File: src/rtl/branch_target_unit.sv
// Registered branch/jump target computation with a small fully-associative BTB.
// One request per cycle in; the result carries the prediction made at acceptance and a mispredict flag.
module branch_target_unit #(
  parameter int PC_W      = 32,
  parameter int IMM_W     = 16,
  parameter int SHIFT     = 2,
  parameter int BTB_DEPTH = 4
) (
  input  logic             clk,
  input  logic             rst_n,
  input  logic             flush,
  input  logic             req_valid,
  output logic             req_ready,
  input  logic             req_is_jump,
  input  logic             req_taken,
  input  logic [PC_W-1:0]  req_pc,
  input  logic [IMM_W-1:0] req_imm,
  output logic             res_valid,
  input  logic             res_ready,
  output logic [PC_W-1:0]  res_target,
  output logic             res_taken,
  output logic [PC_W-1:0]  res_next_pc,
  output logic [PC_W-1:0]  res_pred_pc,
  output logic             res_mispredict
);

  localparam int PTR_W = $clog2(BTB_DEPTH);
  localparam int TAG_W = PC_W - SHIFT;

  logic             res_valid_q, res_valid_d;
  logic [PC_W-1:0]  res_target_q, res_target_d;
  logic             res_taken_q, res_taken_d;
  logic [PC_W-1:0]  res_next_pc_q, res_next_pc_d;
  logic [PC_W-1:0]  res_pred_pc_q, res_pred_pc_d;
  logic             res_mispredict_q, res_mispredict_d;
  logic [TAG_W-1:0] res_tag_q, res_tag_d;

  logic             btb_valid_q [BTB_DEPTH];
  logic             btb_valid_d [BTB_DEPTH];
  logic [TAG_W-1:0] btb_tag_q   [BTB_DEPTH];
  logic [TAG_W-1:0] btb_tag_d   [BTB_DEPTH];
  logic [PC_W-1:0]  btb_tgt_q   [BTB_DEPTH];
  logic [PC_W-1:0]  btb_tgt_d   [BTB_DEPTH];
  logic [PTR_W-1:0] rr_ptr_q, rr_ptr_d;

  logic             accept;
  logic             res_fire;
  logic [PC_W-1:0]  pc4;
  logic [PC_W-1:0]  br_target;
  logic [PC_W-1:0]  jmp_target;
  logic [PC_W-1:0]  hi_mask;
  logic [PC_W-1:0]  req_target;
  logic             req_tkn;
  logic [PC_W-1:0]  req_next;
  logic [PC_W-1:0]  lk_pred;
  logic             up_hit;
  logic [PTR_W-1:0] up_idx;

  assign req_ready = !flush & (!res_valid_q | res_ready);
  assign accept    = req_valid & req_ready;
  // A flushed result is discarded, so it never trains the BTB.
  assign res_fire  = res_valid_q & res_ready & !flush;

  always_comb begin
    pc4        = req_pc + PC_W'(4);
    br_target  = pc4 + ({{(PC_W-IMM_W){req_imm[IMM_W-1]}}, req_imm} << SHIFT);
    hi_mask    = {PC_W{1'b1}} << (IMM_W + SHIFT);
    jmp_target = (pc4 & hi_mask) | (PC_W'(req_imm) << SHIFT);
    req_target = req_is_jump ? jmp_target : br_target;
    req_tkn    = req_is_jump | req_taken;
    req_next   = req_tkn ? req_target : pc4;
  end

  // Lookup sees only the registered BTB, so a same-edge update is invisible to it.
  always_comb begin
    lk_pred = pc4;
    for (int i = 0; i < BTB_DEPTH; i++) begin
      if (btb_valid_q[i] && (btb_tag_q[i] == req_pc[PC_W-1:SHIFT])) begin
        lk_pred = btb_tgt_q[i];
      end
    end
  end

  always_comb begin
    up_hit = 1'b0;
    up_idx = '0;
    for (int i = 0; i < BTB_DEPTH; i++) begin
      if (btb_valid_q[i] && (btb_tag_q[i] == res_tag_q)) begin
        up_hit = 1'b1;
        up_idx = PTR_W'(i);
      end
    end
  end

  always_comb begin
    res_valid_d      = res_valid_q;
    res_target_d     = res_target_q;
    res_taken_d      = res_taken_q;
    res_next_pc_d    = res_next_pc_q;
    res_pred_pc_d    = res_pred_pc_q;
    res_mispredict_d = res_mispredict_q;
    res_tag_d        = res_tag_q;
    if (flush) begin
      res_valid_d = 1'b0;
    end else if (accept) begin
      res_valid_d = 1'b1;
    end else if (res_ready) begin
      res_valid_d = 1'b0;
    end
    if (accept) begin
      res_target_d     = req_target;
      res_taken_d      = req_tkn;
      res_next_pc_d    = req_next;
      res_pred_pc_d    = lk_pred;
      res_mispredict_d = (req_next != lk_pred);
      res_tag_d        = req_pc[PC_W-1:SHIFT];
    end
  end

  always_comb begin
    btb_valid_d = btb_valid_q;
    btb_tag_d   = btb_tag_q;
    btb_tgt_d   = btb_tgt_q;
    rr_ptr_d    = rr_ptr_q;
    if (res_fire) begin
      if (res_taken_q) begin
        if (up_hit) begin
          btb_tgt_d[up_idx] = res_target_q;
        end else begin
          btb_valid_d[rr_ptr_q] = 1'b1;
          btb_tag_d[rr_ptr_q]   = res_tag_q;
          btb_tgt_d[rr_ptr_q]   = res_target_q;
          rr_ptr_d              = rr_ptr_q + PTR_W'(1);
        end
      end else if (up_hit) begin
        btb_valid_d[up_idx] = 1'b0;
      end
    end
  end

  always_ff @(posedge clk or negedge rst_n) begin
    if (!rst_n) begin
      res_valid_q      <= 1'b0;
      res_target_q     <= '0;
      res_taken_q      <= 1'b0;
      res_next_pc_q    <= '0;
      res_pred_pc_q    <= '0;
      res_mispredict_q <= 1'b0;
      res_tag_q        <= '0;
      rr_ptr_q         <= '0;
      for (int i = 0; i < BTB_DEPTH; i++) begin
        btb_valid_q[i] <= 1'b0;
        btb_tag_q[i]   <= '0;
        btb_tgt_q[i]   <= '0;
      end
    end else begin
      res_valid_q      <= res_valid_d;
      res_target_q     <= res_target_d;
      res_taken_q      <= res_taken_d;
      res_next_pc_q    <= res_next_pc_d;
      res_pred_pc_q    <= res_pred_pc_d;
      res_mispredict_q <= res_mispredict_d;
      res_tag_q        <= res_tag_d;
      rr_ptr_q         <= rr_ptr_d;
      btb_valid_q      <= btb_valid_d;
      btb_tag_q        <= btb_tag_d;
      btb_tgt_q        <= btb_tgt_d;
    end
  end

  assign res_valid      = res_valid_q;
  assign res_target     = res_target_q;
  assign res_taken      = res_taken_q;
  assign res_next_pc    = res_next_pc_q;
  assign res_pred_pc    = res_pred_pc_q;
  assign res_mispredict = res_mispredict_q;

endmodule

File: config.mk
export PLATFORM = sky130hd
export DESIGN_NAME = branch_target_unit
export DESIGN_NICKNAME = d
export VERILOG_FILES = /design/src/rtl/branch_target_unit.sv
export SDC_FILE = /design/constraint.sdc
export NUM_CORES = 1
export LEC_CHECK = 0
export ABC_CLOCK_PERIOD_IN_PS = 6000
export BUFFER_PORTS_ARGS = -buffer_cell sky130_fd_sc_hd__buf_2
export CORE_ASPECT_RATIO = 0.75
export CORE_MARGIN = 2
export CORE_UTILIZATION = 60
export DETAILED_ROUTE_END_ITERATION = 8
export PLACE_DENSITY = 0.83
export SYNTH_ARGS = -nofsm -noshare
export SYNTH_HDL_FRONTEND = slang
export SYNTH_SLANG_ARGS = --single-unit
File: constraint.sdc
create_clock -name clk -period 6 [get_ports clk]
set_input_delay 0 -clock clk [delete_from_list [all_inputs] [get_ports clk]]
set_output_delay 0 -clock clk [all_outputs]
set_load 0.1 [all_outputs]
==> metrics.cfg <==
[power]
comb_power_share = 0.346
power_density_nw_per_um2 = 408
intPower_mw = 6.00
ir_drop_uv = 345
p_clk_frac = 0.259
p_sw_frac = 0.407
p_sw_mw = 4.12
p_leak_nw = 11.6
power_frac_seq = 0.395

[die]
initial_core_util = 0.609
die_area_sq_um = 38100
die_h_um = 170
die_x_um = 225
ios = 155
fp.coreArea_sq_um = 36000
placementRows = 60

[synthesis]
syn-num-nets = 2252
syn_area_sq_um = 21900
synth_top_area_frac = 0.437
synth-edff-count = 0
async_reset_ff_frac = 1.00
synthMostInstantiatedCell = dfrtp_1
avgSynthCellArea_sq_um = 10.1
synthTopCellsByCount = 383 x dfrtp_1, 294 x nand2_1, 250 x mux2_2, 214 x xnor2_1, 104 x clkbuf_1
yosys_warnings = 0
ys_types = 75
synthCells = 2160
synth_top_area_cell = dfrtp_1
ys_seq_area_frac = 0.437
ys.flop_type = dfrtp_1
synth_seq_cells = 383
synth_area_leaders = dfrtp_1 44%, mux2_2 13%, xnor2_1 8.6%

[cts]
clockBufferDepth = 3
tritoncts = yes
cts_resized = 0
clkTransAtPathRegs_ns = 0.07
cts_buffers = 39
cts_root_buf = clkbuf_16
htree_levels = 2
insertion_delay_ns = 0.56
cts.sinks = 383

[drt]
antenna_left = 0
drc = 0
drt_iter0_markers = 2280
vias_per_cell = 6.49
vias = 18100
wl_um = 77300
dr.pass1.iters = 7
wl_per_cell_um = 27.7

[timing]
slew_violations = 0
relSlewSlack = 0.235
finalWorstSetupSlack_ns = 0.982
hold_viol = 0
finalCritPeriodShare = 0.836
hold_ws_ns = 0.0722
finalSetupViolations = 0
clock_skew_ns = 0.0289
finalSetupTns_ns = 0
clock.fmax_ghz = 0.199
worstMarginPinSlew_ns = 1.15
rsz0062_at_grt = no
period_minus_slack_ns = 5.02

[worst_hold_path]
hp-class = in2reg
min-delay-start = req_is_jump

[placed_design]
dp_slack_ns = 1.14
place_inst = 2670
dp_hpwl_um = 56000
io_buffers = 154
gp_congestion = 1.03

[global_route]
grt_pass1_wl_um = 114000
antenna_found_initial = 2
grt_pass1_vias = 17500
overflow = 0
grt_use_total = 0.408
grt_max_degree = 189

[run]
max_cap_viol_count = 0

[final_layout]
drive_gt1_frac = 0.234
final_nets = 2389
fin_util = 0.690
syn_to_final_growth_pct = 13.2
layout.cells.non_filler = 2794

[setup_path]
end_kind = flop
arrival_ns = 5.44
path_max_fanout = 10
rrSetupSlack_ns = 1.11
timing.rr.start = btb_tag_q[1]
required_ns = 6.43
cp-startpoint = req_pc[9]
startpoint_type = input pin
timing.setup.critical_path_class = in2reg

[outcome]
outcome = finished clean

==> area by class of cell <==
type / instances / area (sq um)
timing repair buffer: 243 / 1590
sequential: 383 / 9580
clock inverter: 16 / 223
antenna: 1 / 2.50
multi-input combinational: 1605 / 11600
tap: 465 / 582
clock buffer: 56 / 1130
fill: 2646 / 11200
inverter: 25 / 93.8
==> metal layers <==
metal,GRT usage,part of all wire,vias up
li1,-,-,7829
met1,0.609,0.44,9118
met2,0.577,0.41,1050
met3,0.127,0.13,139
met4,0.0976,0.023,2
met5,0,0.00013,-
==> registers in the layout, summed over array words and instances, names as in the netlist, 2 cells and up <==
register     flops
res_next_pc     32
rr_ptr_q         2
res_target      32
res_pred_pc     32
btb_valid_q      4
btb_tag_q      120
res_tag_q       30
btb_tgt_q      128
==> power by group through the flow <==
stage               combinational, mW  sequential, mW  clock [mW]
detailed placement               3.37            4.01           0
global route                     3.66            4.08        2.74
CTS                              3.41            3.98        2.62
finish                           3.50            4.00        2.62
global placement                 3.33            3.97           0
floorplan                        1.71            4.57           0
==> cells in the final DEF (no fill, tap or decap), drive strengths merged, types with 28 or more instances in the layout <==
cell type / instances
mux2: 250
nand4: 83
nor4: 37
mux2i: 36
xnor2: 221
o21ai: 98
inv: 28
a21oi: 81
buf: 192
ha: 36
nand3: 37
xor2: 93
nor2: 100
dlygate4sd3: 51
dfrtp: 383
clkbuf: 56
nand2: 296
==> cells by family after synthesis <==
kind of cell,after synthesis,synth area share
flip-flops,383,0.437
multiplexers,286,0.145
buffers and inverters,172,0.0355
AND/OR/NAND/NOR,647,0.140
adder cells (fa/ha/maj),37,0.0215
XOR/XNOR,314,0.128
AO/OA/AOI/OAI,321,0.0933
==> metrics by stage <==
stage	total power [mW]	instance area [sq um]
floorplan	6.28	21900
detailed placement	7.38	22900
finish	10.1	24800
global route	10.5	24800
CTS	10.0	24800
global placement	7.29	22900
==> worst max-delay path, stage by stage <==
cell and delay, ns:
dlygate4sd3_1 0.51, buf_2 0.31, nand4_1 0.27, or4_1 0.73
nor2_1 0.17, xor2_1 0.26, ha_1 0.36, a21oi_1 0.25
o21ai_0 0.16, a221oi_1 0.64, o211ai_1 0.22, nor2_1 0.16
xor2_1 0.22, a21oi_1 0.14, xor2_1 0.19, nor4_1 0.20
nand4_1 0.21, nor4_1 0.33, a21oi_1 0.10
==> repair_timing <==
item | 4_1_cts | 5_1_grt
setup buffers | 0 | 0
hold buffers | 51 | 0
hold endpoints to repair | 173 | 0
==> worst paths after layout <==
path / end / cells after the start
max: res_mispredict / 19
min: res_target[8] / 5
max reg2reg: res_mispredict / 14
min reg2reg: res_pred_pc[17] / 2
max in group asynchronous: btb_tgt_q[61] / 3
min in group asynchronous: res_tag_q[4] / 2
No activity file was read; power rests on OpenSTA's default activity.
